==> config.mk <==
export PLATFORM = sky130hd
export DESIGN_NAME = usb_cmd_frame_parser
export DESIGN_NICKNAME = d
export VERILOG_FILES = /design/src/rtl/usb_cmd_frame_parser_pkg.sv /design/src/rtl/usb_cmd_frame_parser.sv
export SDC_FILE = /design/constraint.sdc
export NUM_CORES = 1
export LEC_CHECK = 0
export CAP_MARGIN = 25
export CORE_MARGIN = 5
export CORE_UTILIZATION = 34
export DETAILED_ROUTE_END_ITERATION = 12
export DONT_BUFFER_PORTS = 1
export HOLD_SLACK_MARGIN = 0.06
export REMOVE_ABC_BUFFERS = 1
export SKIP_CTS_REPAIR_TIMING = 1
export SLEW_MARGIN = 10
export SYNTH_ARGS = -nofsm -noshare
export SYNTH_HDL_FRONTEND = slang
export SYNTH_SLANG_ARGS = --single-unit
==> constraint.sdc <==
create_clock -name clk -period 9.3 [get_ports clk]
set_input_delay 0.93 -clock clk [delete_from_list [all_inputs] [get_ports clk]]
set_output_delay 0.93 -clock clk [all_outputs]
set_load 0.1 [all_outputs]
==> src/rtl/usb_cmd_frame_parser_pkg.sv <==
// Shared definitions for the USB CDC command-frame parser and its dispatcher:
// header bytes, parser state encoding, error codes and the payload beat layout.
package usb_cmd_frame_parser_pkg;

  localparam int unsigned BYTE_W = 8;
  localparam int unsigned LEN_W  = 16;

  localparam logic [BYTE_W-1:0] FRAME_HDR0 = 8'hAA;
  localparam logic [BYTE_W-1:0] FRAME_HDR1 = 8'h55;

  typedef enum logic [2:0] {
    ST_IDLE    = 3'd0,
    ST_HDR2    = 3'd1,
    ST_CMD     = 3'd2,
    ST_LEN_H   = 3'd3,
    ST_LEN_L   = 3'd4,
    ST_PAYLOAD = 3'd5,
    ST_CHK     = 3'd6
  } state_e;

  typedef enum logic [1:0] {
    ERR_NONE     = 2'b00,
    ERR_CHECKSUM = 2'b01,
    ERR_LENGTH   = 2'b10,
    ERR_TIMEOUT  = 2'b11
  } err_e;

  typedef struct packed {
    logic [BYTE_W-1:0] data;
    logic [LEN_W-1:0]  index;
  } payload_beat_t;

  // Frame checksum is a plain modulo-256 byte sum.
  function automatic logic [BYTE_W-1:0] chk_add(input logic [BYTE_W-1:0] acc,
                                                input logic [BYTE_W-1:0] b);
    return BYTE_W'(acc + b);
  endfunction

endpackage

==> src/rtl/usb_cmd_frame_parser.sv <==
// Byte-stream command-frame parser: AA 55 | CMD | LEN_H | LEN_L | PAYLOAD | CHK.
// Streams payload with index and reports commit (cmd_done) or abort (cmd_error).
module usb_cmd_frame_parser
  import usb_cmd_frame_parser_pkg::*;
#(
  parameter int unsigned MAX_PAYLOAD    = 1024,
  parameter int unsigned TIMEOUT_CYCLES = 600000
) (
  input  logic        clk,
  input  logic        rst,
  input  logic [7:0]  usb_data_in,
  input  logic        usb_data_valid_in,
  output logic        cmd_start,
  output logic [7:0]  cmd_type,
  output logic [15:0] cmd_length,
  output logic [7:0]  payload_data,
  output logic        payload_valid,
  output logic [15:0] payload_index,
  output logic        cmd_done,
  output logic        cmd_error,
  output logic [1:0]  error_code,
  output logic        frame_busy
);

  localparam int unsigned TO_W = (TIMEOUT_CYCLES > 1) ? $clog2(TIMEOUT_CYCLES) : 1;
  localparam logic [TO_W-1:0]  TO_LAST = TO_W'(TIMEOUT_CYCLES - 1);
  localparam logic [LEN_W-1:0] MAX_LEN = LEN_W'(MAX_PAYLOAD);

  state_e              state_q, state_d;
  logic [BYTE_W-1:0]   sum_q, sum_d;
  logic [LEN_W-1:0]    cnt_q, cnt_d;
  logic [LEN_W-1:0]    len_q, len_d;
  logic [BYTE_W-1:0]   cmd_q, cmd_d;
  logic [BYTE_W-1:0]   len_h_q, len_h_d;
  logic [TO_W-1:0]     to_q, to_d;
  payload_beat_t       payload_q, payload_d;

  logic                cmd_start_d, payload_valid_d, cmd_done_d, cmd_error_d, frame_busy_d;
  logic [7:0]          cmd_type_d;
  logic [15:0]         cmd_length_d;
  logic [1:0]          error_code_d;

  logic [LEN_W-1:0]    len_rx;
  logic                len_bad;
  logic                last_payload;
  logic                timeout_hit;
  logic                byte_take;

  assign len_rx       = {len_h_q, usb_data_in};
  assign len_bad      = (len_rx > MAX_LEN);
  assign last_payload = (cnt_q == (len_q - LEN_W'(1)));
  // An arriving byte in the expiry cycle pre-empts the timeout.
  assign timeout_hit  = (state_q != ST_IDLE) && !usb_data_valid_in && (to_q == TO_LAST);
  assign byte_take    = usb_data_valid_in && !timeout_hit;

  assign payload_data  = payload_q.data;
  assign payload_index = payload_q.index;

  // State register
  always_ff @(posedge clk or posedge rst) begin
    if (rst) begin
      state_q <= ST_IDLE;
    end else begin
      state_q <= state_d;
    end
  end

  // Next-state logic
  always_comb begin
    state_d = state_q;
    if (timeout_hit) begin
      state_d = ST_IDLE;
    end else if (byte_take) begin
      case (state_q)
        ST_IDLE: begin
          if (usb_data_in == FRAME_HDR0) state_d = ST_HDR2;
        end
        ST_HDR2: begin
          if (usb_data_in == FRAME_HDR1) begin
            state_d = ST_CMD;
          end else if (usb_data_in != FRAME_HDR0) begin
            state_d = ST_IDLE;
          end
        end
        ST_CMD:   state_d = ST_LEN_H;
        ST_LEN_H: state_d = ST_LEN_L;
        ST_LEN_L: begin
          if (len_bad) begin
            state_d = ST_IDLE;
          end else if (len_rx == '0) begin
            state_d = ST_CHK;
          end else begin
            state_d = ST_PAYLOAD;
          end
        end
        ST_PAYLOAD: begin
          if (last_payload) state_d = ST_CHK;
        end
        ST_CHK:  state_d = ST_IDLE;
        default: state_d = ST_IDLE;
      endcase
    end
  end

  // Output and datapath next values
  always_comb begin
    cmd_start_d     = 1'b0;
    payload_valid_d = 1'b0;
    cmd_done_d      = 1'b0;
    cmd_error_d     = 1'b0;
    cmd_type_d      = cmd_type;
    cmd_length_d    = cmd_length;
    error_code_d    = error_code;
    payload_d       = payload_q;
    sum_d           = sum_q;
    cnt_d           = cnt_q;
    len_d           = len_q;
    cmd_d           = cmd_q;
    len_h_d         = len_h_q;
    frame_busy_d    = (state_d != ST_IDLE);

    if ((state_q == ST_IDLE) || usb_data_valid_in || timeout_hit) begin
      to_d = '0;
    end else begin
      to_d = to_q + TO_W'(1);
    end

    // A stalled HDR2 is not yet a frame, so it drops silently.
    if (timeout_hit && (state_q != ST_HDR2)) begin
      cmd_error_d  = 1'b1;
      error_code_d = ERR_TIMEOUT;
    end

    if (byte_take) begin
      case (state_q)
        ST_CMD: begin
          cmd_d = usb_data_in;
          sum_d = usb_data_in;
        end
        ST_LEN_H: begin
          len_h_d = usb_data_in;
          sum_d   = chk_add(sum_q, usb_data_in);
        end
        ST_LEN_L: begin
          len_d = len_rx;
          sum_d = chk_add(sum_q, usb_data_in);
          cnt_d = '0;
          if (len_bad) begin
            cmd_error_d  = 1'b1;
            error_code_d = ERR_LENGTH;
          end else begin
            cmd_start_d  = 1'b1;
            cmd_type_d   = cmd_q;
            cmd_length_d = len_rx;
          end
        end
        ST_PAYLOAD: begin
          payload_valid_d = 1'b1;
          payload_d.data  = usb_data_in;
          payload_d.index = cnt_q;
          sum_d           = chk_add(sum_q, usb_data_in);
          cnt_d           = last_payload ? '0 : (cnt_q + LEN_W'(1));
        end
        ST_CHK: begin
          if (usb_data_in == sum_q) begin
            cmd_done_d = 1'b1;
          end else begin
            cmd_error_d  = 1'b1;
            error_code_d = ERR_CHECKSUM;
          end
        end
        default: ;
      endcase
    end
  end

  // Datapath and output registers
  always_ff @(posedge clk or posedge rst) begin
    if (rst) begin
      sum_q         <= '0;
      cnt_q         <= '0;
      len_q         <= '0;
      cmd_q         <= '0;
      len_h_q       <= '0;
      to_q          <= '0;
      payload_q     <= '0;
      cmd_start     <= 1'b0;
      cmd_type      <= '0;
      cmd_length    <= '0;
      payload_valid <= 1'b0;
      cmd_done      <= 1'b0;
      cmd_error     <= 1'b0;
      error_code    <= '0;
      frame_busy    <= 1'b0;
    end else begin
      sum_q         <= sum_d;
      cnt_q         <= cnt_d;
      len_q         <= len_d;
      cmd_q         <= cmd_d;
      len_h_q       <= len_h_d;
      to_q          <= to_d;
      payload_q     <= payload_d;
      cmd_start     <= cmd_start_d;
      cmd_type      <= cmd_type_d;
      cmd_length    <= cmd_length_d;
      payload_valid <= payload_valid_d;
      cmd_done      <= cmd_done_d;
      cmd_error     <= cmd_error_d;
      error_code    <= error_code_d;
      frame_busy    <= frame_busy_d;
    end
  end

endmodule

==> impl_metrics.env, run 1 <==
export IMPL_finClkSkew_ps=11.6
export IMPL_max_slew_worst_pin_slew_ps=958
export IMPL_dp_hpwl_mm=10.5
export IMPL_insertion_delay_ps=430
export IMPL_max_freq_mhz=345
export IMPL_place_gp_congestion=0.801
export IMPL_area_delta_synth_final_pct=11.9
export IMPL_synth_top_area_cell="dfrtp_1"
export IMPL_crit_buf_inv=0
export IMPL_n_antenna_cell=0
export IMPL_hold_path_class="in2async"
export IMPL_fin_ws_ps=6410
export IMPL_r2r_start="len_q[0]"
export IMPL_die_area_um2=22900
export IMPL_vdd_ir_drop_max_uv=241
export IMPL_crit_type="reg2reg"
export IMPL_crit_arrival_ps=3180
export IMPL_maxCapViolCount=0
export IMPL_vias=4859
export IMPL_leakagePower_nw=3.43
export IMPL_synth_top_area_share_pct=49.5
export IMPL_fin_tns_setup_ps=0
export IMPL_dr_wl_met2_mm=7.22
export IMPL_htreeDepth=4
export IMPL_async_flop_share_pct=100
export IMPL_netlist_top_cells_area="dfrtp_1 49%, nand2_1 9.0%, mux2_2 5.2%"
export IMPL_synth_yosys_seq_area_share_pct=49.5
export IMPL_antenna_found_initial=0
export IMPL_slew_violations=0
export IMPL_finalSetupViolCount=0
export IMPL_ant_nets=0
export IMPL_dr_wl_met3_um=869
export IMPL_synth_warnings=0
export IMPL_hold_viol=0
export IMPL_cts_sinks=134
export IMPL_rsz0062_at_grt="false"
export IMPL_top_layer_used="met4"
export IMPL_worstSetupStartpointType="register"
export IMPL_synth_commonest_cells="163 x nand2_1, 134 x dfrtp_1, 43 x nor2_1"
export IMPL_clockBufferDepth=2
export IMPL_cp_startpoint="len_q[0]"
export IMPL_synth_edf_count=0
export IMPL_ys_flop_type="dfrtp_1"
export IMPL_drive_gt1_share_pct=13.6
export IMPL_grt_pass1_vias=4764
export IMPL_crit_family="simple AND/OR/NAND/NOR gates"
export IMPL_gr_total_overflow=0
export IMPL_synthDistinctLibCells=77
export IMPL_path_clk_slew_ps=70
export IMPL_post_route_period_util_pct=31.1
export IMPL_syn_area_um2=6780
export IMPL_power_density_nw_per_um2=288
export IMPL_syn_instance_count=695
export IMPL_cts_tree="done"
export IMPL_crit_required_ps=9590
export IMPL_cp_cell_sequence="nor4_1, nand4_1, xnor2_1, a2111oi_0, and4bb_4, and3_1, nor4_2"
export IMPL_synth_seq_cells=134
export IMPL_reg2reg_setup_slack_ps=6410
export IMPL_ios=66
export IMPL_coreArea_um2=19500
export IMPL_drt_wl_total_mm=15.9
export IMPL_portBuffers=0
export IMPL_relSlewSlack_pct=36.2
export IMPL_worst_path_max_delay_cell="nor4_1"
export IMPL_synthMostInstantiatedCell="nand2_1"
export IMPL_r2r_end="cnt_q[13]"
export IMPL_outcome="completed"
export IMPL_critPathCapture="cnt_q[13]"
export IMPL_dpl_worst_slack_ps=6390
export IMPL_grt_max_degree=73
export IMPL_die_x_um=151
export IMPL_initial_utilization_pct=34.7
export IMPL_rows=51
export IMPL_reg2regPathDepth=7
export IMPL_nets=706
export IMPL_cpPeakStageDelay_ps=640
export IMPL_die_height_um=151
export IMPL_track_usage_pct=14.6
export IMPL_viasPerCell=5.05
export IMPL_critPathMaxFanout=7
export IMPL_drcViolationCount=0
export IMPL_cts_buffers=17
export IMPL_worst_setup_path_end_kind="register"
export IMPL_synth_avg_cell_area_um2=9.75
export IMPL_wl_per_cell_um=16.5
export IMPL_dr_pass1_iters=4
export IMPL_grt_pass1_wl_mm=25.9
export IMPL_drt_iter0_markers=337
export IMPL_path_depth=7
export IMPL_fill_cells=1962
export IMPL_drt_met1_wl_mm=7.60
export IMPL_fin_crit_ps=2890
export IMPL_p_total_mw=2.18
export IMPL_hold_slack_ps=463
export IMPL_root_buffer="clkbuf_16"
[flip-flops by register name, summed over array words and instances, names as in the netlist, 2 cells and up]
name and count:
len_q 16, state_q 3, len_h_q 8, cnt_q 16, error_code 2, to_q 20
sum_q 8, payload_index 16, cmd_length 16, cmd_q 8, cmd_type 8, payload_data 8
[cells in the final DEF (no fill, tap or decap), types with 3 or more instances in the layout]
| cell type | Yosys | routed |
|---|---|---|
| clkbuf_16 | 0 | 17 |
| and2_1 | 5 | 5 |
| nor4_2 | 5 | 5 |
| a22o_2 | 3 | 3 |
| nand2_1 | 163 | 163 |
| o21ai_0 | 34 | 33 |
| xnor2_1 | 23 | 23 |
| nand4_1 | 10 | 10 |
| buf_4 | 0 | 4 |
| nor2_1 | 43 | 42 |
| or3_1 | 4 | 4 |
| a21o_1 | 5 | 5 |
| nor3_1 | 12 | 12 |
| clkinv_8 | 0 | 4 |
| nand3_1 | 28 | 28 |
| nor2b_1 | 7 | 7 |
| inv_6 | 0 | 4 |
| dfrtp_1 | 134 | 134 |
| o211ai_1 | 3 | 3 |
| nor4_1 | 5 | 5 |
| inv_8 | 0 | 6 |
| inv_1 | 13 | 12 |
| a2111oi_0 | 3 | 3 |
| a211oi_1 | 3 | 3 |
| o22ai_1 | 3 | 3 |
| ha_1 | 10 | 10 |
| xor2_1 | 20 | 20 |
| a22oi_1 | 3 | 3 |
| nand2b_1 | 5 | 5 |
| mux2_2 | 31 | 31 |
| a31oi_1 | 4 | 4 |
| a32o_1 | 3 | 3 |
| and3_1 | 12 | 12 |
| a21oi_1 | 9 | 9 |
| mux2i_1 | 10 | 10 |
[metrics by stage]
stage / utilization (%) / instance area (µm²) / instances
CTS: 38.8 / 7580 / 962
finish: 38.8 / 7580 / 962
global placement: 35.8 / 6980 / 930
global route: 38.8 / 7580 / 962
floorplan: - / 6620 / 661
detailed placement: 35.8 / 6980 / 930
[power breakdown]
group          leakage (nW)  internal [mW]  switching, mW
Sequential             1.81          0.686          0.436
Clock                 0.287          0.363          0.313
Combinational          1.34          0.184          0.199
Total                  3.43           1.23          0.948
[layer usage]
| metal | global-route usage, % | vias up |
|---|---|---|
| met5 | 0 | - |
| met4 | 4.49 | 0 |
| met3 | 4.55 | 13 |
| met2 | 22.7 | 98 |
| met1 | 19.5 | 2364 |
| li1 | - | 2384 |
[final cells by class]
type	count	area (µm²)	area share (%)
clock inverters	15	174	2.29
flip-flops and latches	134	3350	44.2
repair buffers	4	30.0	0.396
clock buffers	17	425	5.61
inverters	15	61.3	0.808
well taps	265	332	4.37
multi-input cells	512	3210	42.3
[how the worst min path moves through the flow]
| stage | from | endpoint | slack (ps) | cells past startpoint |
|---|---|---|---|---|
| after CTS | cmd_q[5] | cmd_type[5] | 470 | 2 |
| after global routing | cmd_q[5] | cmd_type[5] | 490 | 2 |
| after detailed placement | cmd_q[7] | cmd_type[7] | 460 | 2 |
| after floorplan | cmd_q[0] | cmd_type[0] | 430 | 2 |
| final | rst | cnt_q[10] | 460 | 1 |
| after global placement | cmd_q[5] | cmd_type[5] | 440 | 2 |
[cell families (layout without fill, tap and decap cells)]
group / Yosys count / count (layout) / synth area share, %
and+or+nand+nor: 327 / 327 / 23.8
DFF: 134 / 134 / 49.5
AOI/OAI and AO/OA: 90 / 90 / 9.14
buffers and inverters: 49 / 51 / 3.21
xor gates and xnor gates: 43 / 43 / 5.56
muxes: 41 / 41 / 6.63
adders and majority gates: 11 / 11 / 2.14
Note: power is estimated with default switching activity, not from simulation.
==> inputs of run 2 (changes only) <==
==> constraint.sdc (replaced) <==
create_clock -name clk -period 2.84 [get_ports clk]
set_input_delay 0.284 -clock clk [delete_from_list [all_inputs] [get_ports clk]]
set_output_delay 0.284 -clock clk [all_outputs]
set_load 0.1 [all_outputs]
==> run 2 against run 1 <==
Non-clock buffer count is 21 higher; worst hold slack worse by 400 ps; first-iteration DRC count is 16% lower; clock skew is 2.0 ps higher; highest routed layer unchanged; cell area is 2.9% higher; sequential share of layout area is 1.2 points lower; critical path type unchanged; register-to-register slack worse by 6200 ps; critical path depth is 1 higher; clock-buffer cell count stayed put; sequential power grew to 3.3 times the previous value.
==> impl_metrics.env, run 2 (synthesis results as in run 1) <==
export IMPL_outcome="completed"
export IMPL_r2r_start="len_q[3]"
export IMPL_clockBufferDepth=2
export IMPL_layout_commonest_cell="nand2_1"
export IMPL_crit_type="reg2reg"
export IMPL_top_register="to_q"
export IMPL_slew_violations=0
export IMPL_internal_power_mw=4.25
export IMPL_drt_iter0_markers=282
export IMPL_relSlewSlack_pct=36.4
export IMPL_wl_per_cell_um=16.6
export IMPL_grt_pass1_wl_mm=26.6
export IMPL_hp_start="usb_data_in[0]"
export IMPL_final_cell_mix="163 x nand2_1, 134 x dfrtp_1, 42 x nor2_1, 34 x o21ai_0, 31 x mux2_2"
export IMPL_maxCapViolCount=0
export IMPL_place_gp_congestion=0.794
export IMPL_crit_buf_inv=1
export IMPL_power_density_nw_per_um2=943
export IMPL_cts_sinks=134
export IMPL_finClkSkew_ps=13.6
export IMPL_cts_tree="done"
export IMPL_drcViolationCount=0
export IMPL_rsz0062_at_grt="false"
export IMPL_nets=727
export IMPL_fin_util_pct=40.0
export IMPL_largest_reg_flops=20
export IMPL_cpPeakStageDelay_ps=600
export IMPL_drt_wl_total_mm=16.3
export IMPL_grt_max_degree=87
export IMPL_dp_cells=941
export IMPL_crit_family="simple AND/OR/NAND/NOR gates"
export IMPL_drive_gt1_share_pct=14.8
export IMPL_grt_pass1_vias=4890
export IMPL_htreeDepth=4
export IMPL_root_buffer="clkbuf_16"
export IMPL_max_freq_mhz=385
export IMPL_leakagePower_nw=3.55
export IMPL_cts_buffers=17
export IMPL_dp_hpwl_mm=10.8
export IMPL_die_area_um2=22900
export IMPL_vias=4969
export IMPL_critPathMaxFanout=7
export IMPL_stdcell_count=983
export IMPL_die_height_um=151
export IMPL_switching_share_pct=42.3
export IMPL_ant_nets=0
export IMPL_portBuffers=0
export IMPL_cp_startpoint="len_q[3]"
export IMPL_worst_setup_path_end_kind="register"
export IMPL_initial_utilization_pct=34.7
export IMPL_gr_total_overflow=0
export IMPL_viasPerCell=5.05
export IMPL_post_route_period_util_pct=91.5
export IMPL_insertion_delay_ps=430
export IMPL_vdd_ir_drop_max_uv=572
export IMPL_worstSetupStartpointType="register"
export IMPL_finalSetupViolCount=0
export IMPL_cp_cell_sequence="or4_4, nor4_4, mux2i_1, a32oi_1, and4bb_4, and3_1, buf_4, a2111oi_4"
export IMPL_n_antenna_cell=0
export IMPL_crit_required_ps=3170
export IMPL_dr_pass1_iters=4
export IMPL_hold_viol=0
export IMPL_p_clk_share_pct=31.9
export IMPL_antenna_found_initial=0
export IMPL_ios=66
export IMPL_path_clk_slew_ps=70
export IMPL_coreArea_um2=19500
export IMPL_seqPwrFrac_pct=50.1
export IMPL_fin_crit_ps=2600
export IMPL_p_switching_mw=3.11
export IMPL_hold_path_class="in2reg"
export IMPL_area_delta_synth_final_pct=15.1
export IMPL_reg2reg_setup_slack_ps=240
export IMPL_max_slew_worst_pin_slew_ps=954
export IMPL_die_x_um=151
export IMPL_crit_arrival_ps=2930
export IMPL_rows=51
export IMPL_track_usage_pct=14.7
export IMPL_combPwrFrac_pct=18.0
export IMPL_worst_path_max_delay_cell="or4_4"
-- run 2: cell types whose count changed in the layout (fill, tap and decap cells not counted) --
cell           before  now
o21ai_0            33   34
buf_12              0    1
clkinvlp_4          2    0
dlygate4sd3_1       0   10
clkinv_4            0    1
inv_6               4    6
bufinv_16           0    2
buf_4               4   14
o21ai_1             2    1
clkinv_8            4    1
-- run 2: worst reg2reg max path, stage by stage, from the launching register on --
cell and delay [ps]:
dfrtp_1 460, or4_4 600, nor4_4 230, mux2i_1 250
a32oi_1 80, and4bb_4 240, and3_1 190, buf_4 170
a2111oi_4 270
-- run 2: metrics by stage --
stage	instance area [µm²]	setup slack, ps	setup TNS, ps	power [mW]	hold slack, ps
6_report	7800	241	0	7.36	60.1
5_1_grt	7800	45.8	0	7.74	74.0
4_1_cts	7700	246	0	7.40	-98.0
3_5_place_dp	7080	265	0	5.03	356
3_3_place_gp	7080	244	0	4.99	361
2_1_floorplan	6620	-1030	-160130	4.65	355
-- run 2: per-layer routing --
layer  part of all wire [%]  up-vias  GRT usage (%)
li1                       -     2427              -
met1                     48     2433           20.5
met2                     45       91           22.1
met3                    5.6       18           4.94
met4                    1.1        0           4.03
met5                      0        -              0
-- run 2: layout make-up --
cell class | instances | area (µm²)
Inverter | 15 | 61.3
Sequential cell | 134 | 3350
Clock buffer | 17 | 425
Tap cell | 265 | 332
Timing Repair Buffer | 25 | 225
Multi-Input combinational cell | 512 | 3210
Clock inverter | 15 | 196
Fill cell | 1986 | 11700
-- run 2: worst paths after layout --
path | end | cells after the start
max | cnt_q[5] | 8
min | sum_q[0] | 2
max reg2reg | cnt_q[5] | 8
min reg2reg | cmd_type[3] | 2
max in group asynchronous | sum_q[6] | 3
min in group asynchronous | payload_valid | 2
-- run 2: power groups by stage --
| stage | clock (mW) | combinational [mW] | sequential [mW] |
|---|---|---|---|
| 2_1_floorplan | 0 | 1.06 | 3.59 |
| 4_1_cts | 2.39 | 1.32 | 3.69 |
| 3_5_place_dp | 0 | 1.31 | 3.72 |
| 6_report | 2.35 | 1.33 | 3.68 |
| 3_3_place_gp | 0 | 1.28 | 3.71 |
| 5_1_grt | 2.49 | 1.52 | 3.74 |
